--- src/rtl/reg_file_if.sv ---
// rtl/reg_file_if.sv - register file access bus: write port 3 and read ports 1/2
interface reg_file_if #(
  parameter int DATA_W = 32,
  parameter int ADDR_W = 5
);
  logic              we3;
  logic [ADDR_W-1:0] ra1;
  logic [ADDR_W-1:0] ra2;
  logic [ADDR_W-1:0] wa3;
  logic [DATA_W-1:0] wd3;
  logic [DATA_W-1:0] rd1;
  logic [DATA_W-1:0] rd2;

  modport master (output we3, ra1, ra2, wa3, wd3, input rd1, rd2);
  modport slave  (input we3, ra1, ra2, wa3, wd3, output rd1, rd2);
endinterface

--- src/rtl/reg_file.sv ---
// rtl/reg_file.sv - 2**ADDR_W x DATA_W register file, two combinational reads, one clocked write
module reg_file #(
  parameter int DATA_W = 32,
  parameter int ADDR_W = 5
) (
  input  logic        clk,
  input  logic        reset,
  reg_file_if.slave   bus
);
  localparam int NREGS = 2 ** ADDR_W;

  logic [DATA_W-1:0] regs [0:NREGS-1];

  // Writes to register 0 are dropped so it stays at its reset value of zero.
  always_ff @(posedge clk or posedge reset) begin
    if (reset) begin
      for (int i = 0; i < NREGS; i++) begin
        regs[i] <= '0;
      end
    end else if (bus.we3 && (bus.wa3 != '0)) begin
      regs[bus.wa3] <= bus.wd3;
    end
  end

  // No write-to-read bypass: a same-address read sees the new value only after the edge.
  always_comb begin
    bus.rd1 = (bus.ra1 == '0) ? '0 : regs[bus.ra1];
    bus.rd2 = (bus.ra2 == '0) ? '0 : regs[bus.ra2];
  end
endmodule

--- src/flat_wrapper.sv ---
// flat-port wrapper written by rule: the top's interface ports become plain ports
module reg_file_flat 
#(
  parameter int DATA_W = 32,
  parameter int ADDR_W = 5
)
  (clk, reset, bus_we3, bus_ra1, bus_ra2, bus_wa3, bus_wd3, bus_rd1, bus_rd2);
  reg_file_if #(.DATA_W(DATA_W), .ADDR_W(ADDR_W)) bus_i ();
  input  logic clk;
  input  logic reset;
  input wire logic [$bits(bus_i.we3)-1:0] bus_we3;
  input wire logic [$bits(bus_i.ra1)-1:0] bus_ra1;
  input wire logic [$bits(bus_i.ra2)-1:0] bus_ra2;
  input wire logic [$bits(bus_i.wa3)-1:0] bus_wa3;
  input wire logic [$bits(bus_i.wd3)-1:0] bus_wd3;
  output wire logic [$bits(bus_i.rd1)-1:0] bus_rd1;
  output wire logic [$bits(bus_i.rd2)-1:0] bus_rd2;
  assign bus_i.we3 = bus_we3;
  assign bus_i.ra1 = bus_ra1;
  assign bus_i.ra2 = bus_ra2;
  assign bus_i.wa3 = bus_wa3;
  assign bus_i.wd3 = bus_wd3;
  assign bus_rd1 = bus_i.rd1;
  assign bus_rd2 = bus_i.rd2;
  reg_file #(.DATA_W(DATA_W), .ADDR_W(ADDR_W)) u_core (.clk(clk), .reset(reset), .bus(bus_i));
endmodule
--- config.mk ---
export PLATFORM = sky130hd
export DESIGN_NAME = reg_file_flat
export DESIGN_NICKNAME = d
export VERILOG_FILES = /design/src/rtl/reg_file_if.sv /design/src/rtl/reg_file.sv /design/src/flat_wrapper.sv
export SDC_FILE = /design/constraint.sdc
export NUM_CORES = 2
export LEC_CHECK = 0
export CAP_MARGIN = 5
export CORE_MARGIN = 1
export CORE_UTILIZATION = 55
export CTS_CLUSTER_SIZE = 14
export DETAILED_ROUTE_END_ITERATION = 7
export GPL_TIMING_DRIVEN = 1
export PLACE_DENSITY = 0.75
export SLEW_MARGIN = 20
export SYNTH_ARGS = -nofsm -noshare
export SYNTH_HDL_FRONTEND = slang
export SYNTH_SLANG_ARGS = --single-unit
--- constraint.sdc ---
create_clock -name clk -period 30.4 [get_ports clk]
set_input_delay 3.04 -clock clk [delete_from_list [all_inputs] [get_ports clk]]
set_output_delay 3.04 -clock clk [all_outputs]
set_load 0.02 [all_outputs]
==> impl_metrics.env <==
export IMPL_hold_violations=0
export IMPL_grt_pass1_vias=35740
export IMPL_remaining_drc_errors=0
export IMPL_async_flop_share_pct=100.0
export IMPL_cts_root_buf="clkbuf_16"
export IMPL_ir_worst_vdd_mv=0.04532
export IMPL_cp_required_ps=27360
export IMPL_nets=3543
export IMPL_ys_types=42
export IMPL_cts_reportedPaths_clkPinSlew_ps=60
export IMPL_hp_class="register to register"
export IMPL_drive_above_1_share_pct=49.80
export IMPL_htreeDepth=3
export IMPL_fin_crit_sh_pct=35.39
export IMPL_rsz0062_at_grt="no"
export IMPL_clk_latency_ps=700
export IMPL_hold_buffers=0
export IMPL_synthToLayoutAreaGrowth_pct=8.598
export IMPL_maxSlewHeadroom_pct=24.69
export IMPL_drtIter0Drc=3630
export IMPL_syn_inst=3614
export IMPL_ant_nets=0
export IMPL_final_setup_worst_slack_ps=19640
export IMPL_vias=34930
export IMPL_cts_setup_buffers=0
export IMPL_path_class="input port to primary output"
export IMPL_dpl_hpwl_mm=88.05
export IMPL_arrival_ps=7720
export IMPL_first_pass_iters=5
export IMPL_final_core_util_pct=60.46
export IMPL_top_register="u_core.regs"
export IMPL_p_leak_uw=0.02542
export IMPL_synth_flop_cell="dfrtp_1"
export IMPL_antenna_found_initial=2
export IMPL_worstPathMaxFanout=89
export IMPL_startpoint_type="input port"
export IMPL_worst_pin_slew_ps=1126
export IMPL_reg_largest_list="u_core.regs: 1024 flops"
export IMPL_drv_cap=0
export IMPL_start_util_pct=55.67
export IMPL_die_area_sq_um=101200
export IMPL_synth_edff_count=0
export IMPL_gr_total_overflow=0
export IMPL_wl_mm=158.9
export IMPL_ios=114
export IMPL_crit_top_cell="buf_4"
export IMPL_slowest_stage="buf_4"
export IMPL_max_stage_delay_ps=830
export IMPL_viasPerCell=7.172
export IMPL_cts_buffer_depth=3
export IMPL_final_area_sq_um=59670
export IMPL_cellPowerDensity_nw_per_um2=66.77
export IMPL_wl_per_cell_um=32.63
export IMPL_synthesis_area_sq_um=54950
export IMPL_grt_first_pass_wirelength_mm=239.6
export IMPL_cts_resized=0
export IMPL_syn_avg_cell_area_sq_um=15.20
export IMPL_gp_congestion=0.8485
export IMPL_core_area_sq_um=98710
export IMPL_cts_tree="built"
export IMPL_ys_ff_latch=1024
export IMPL_io_buffers=113
export IMPL_placed_cell_area_sq_um=56010
export IMPL_hold_ws_ps=394.1
export IMPL_final_common_cell="dfrtp_1"
export IMPL_place_ws_ps=19600
export IMPL_setup_viol=0
export IMPL_largest_reg_flops=1024
export IMPL_grt_max_degree=172
export IMPL_synth_nets=3664
export IMPL_ys_seq_area_share_pct=46.63
export IMPL_status="complete, no violations"
export IMPL_fp_dieH_um=318.1
export IMPL_clkSinkCount=1024
export IMPL_synth_warnings=0
export IMPL_grt_util_all_layers_pct=31.88
export IMPL_timing_fmax_mhz=92.96
export IMPL_crit_path_end_kind="primary output"
export IMPL_row_count=115
export IMPL_timing_setup_tns_ps=0
export IMPL_layout_min_cycle_time_ps=10760
export IMPL_die_w_um=318.1
export IMPL_final_cell_mix="dfrtp_1 (1,024), mux2_2 (1,005), mux4_2 (447), mux2i_1 (128), clkbuf_16 (108)"
export IMPL_drv_slew=0
export IMPL_finalClockSkew_ps=0
export IMPL_numCtsBuffers=107
export IMPL_worstPathCellList="buf_8 > buf_4 > buf_4 > buf_4 > mux2i_1 > a221oi_1 > o21ai_0 > a311oi_1 > clkdlybuf4s50_1"
[final cells by class]
class / count / area (sq um)
fill: 7368 / 39030
multi-input combinational: 2163 / 26980
sequential: 1024 / 25620
clock buffer: 154 / 3186
timing repair buffer: 194 / 1748
tap: 1287 / 1610
clock inverter: 44 / 504.2
inverter: 3 / 20.02
antenna: 1 / 2.502
[Yosys cell counts, drive strengths merged, types with 4 or more instances]
master | count | area share (%)
mux2 | 1056 | 22
dfrtp | 1024 | 47
mux4 | 448 | 18
buf | 250 | 3.4
clkbuf | 174 | 1.2
mux2i | 128 | 2.3
o21ai | 111 | 1.0
nor2b | 66 | 0.75
a211oi | 64 | 0.87
a22oi | 64 | 0.87
a311oi | 64 | 1.0
nand2 | 50 | 0.34
a221oi | 47 | 0.76
nor2 | 23 | 0.20
o2111ai | 17 | 0.27
nand3b | 4 | 0.055
nor3b | 4 | 0.055
[where the power goes]
group	leakage (uW)	switching, uW	internal, uW
logic	0.0105	319	479
clock network	0.00184	569	804
registers	0.0131	192	1620
total	0.0254	1080	2910
[stage by stage]
stage	total power (uW)	instances
2_1_floorplan	2412	3614
3_3_place_gp	2582	4671
3_5_place_dp	2622	4671
4_1_cts	3989	4869
5_1_grt	4137	4869
6_report	3984	4870
[path summary, 6_finish.rpt]
kind	start	end	slack [ps]	cells after the start
max	bus_ra2[2]	bus_rd2[23]	19640	9
min	u_core.regs[1020]$_DFFE_PP0P_	u_core.regs[1020]$_DFFE_PP0P_	390	0
max reg2reg	u_core.regs[378]$_DFFE_PP0P_	u_core.regs[378]$_DFFE_PP0P_	29560	1
min reg2reg	u_core.regs[1020]$_DFFE_PP0P_	u_core.regs[1020]$_DFFE_PP0P_	390	0
max in group asynchronous	reset	u_core.regs[946]$_DFFE_PP0P_	24470	5
min in group asynchronous	reset	u_core.regs[540]$_DFFE_PP0P_	2910	2
[critical path: cells and delay by family]
kind / cells / cell delay (ps)
buffers and inverters: 5 / 3460
AO/OA/AOI/OAI: 3 / 930
multiplexers: 1 / 160
[cell families (layout without fill, tap and decap cells)]
group / count (synthesis) / count (layout) / share of synthesized area (%)
other: 0 / 1 / 0
buffers and inverters: 427 / 395 / 4.584
flip-flops: 1024 / 1024 / 46.63
AND/OR/NAND/NOR: 164 / 164 / 1.633
multiplexers: 1632 / 1632 / 42.34
AO/OA/AOI/OAI: 367 / 367 / 4.811
[layer usage]
layer	vias up	GRT usage (%)	part of all wire [%]
met2	1829	48.65	47
met3	402	6.646	9.3
li1	13810	-	-
met4	0	13.05	4.2
met5	-	0	0
met1	18890	44.92	40
(Power assumes the default switching activity.)
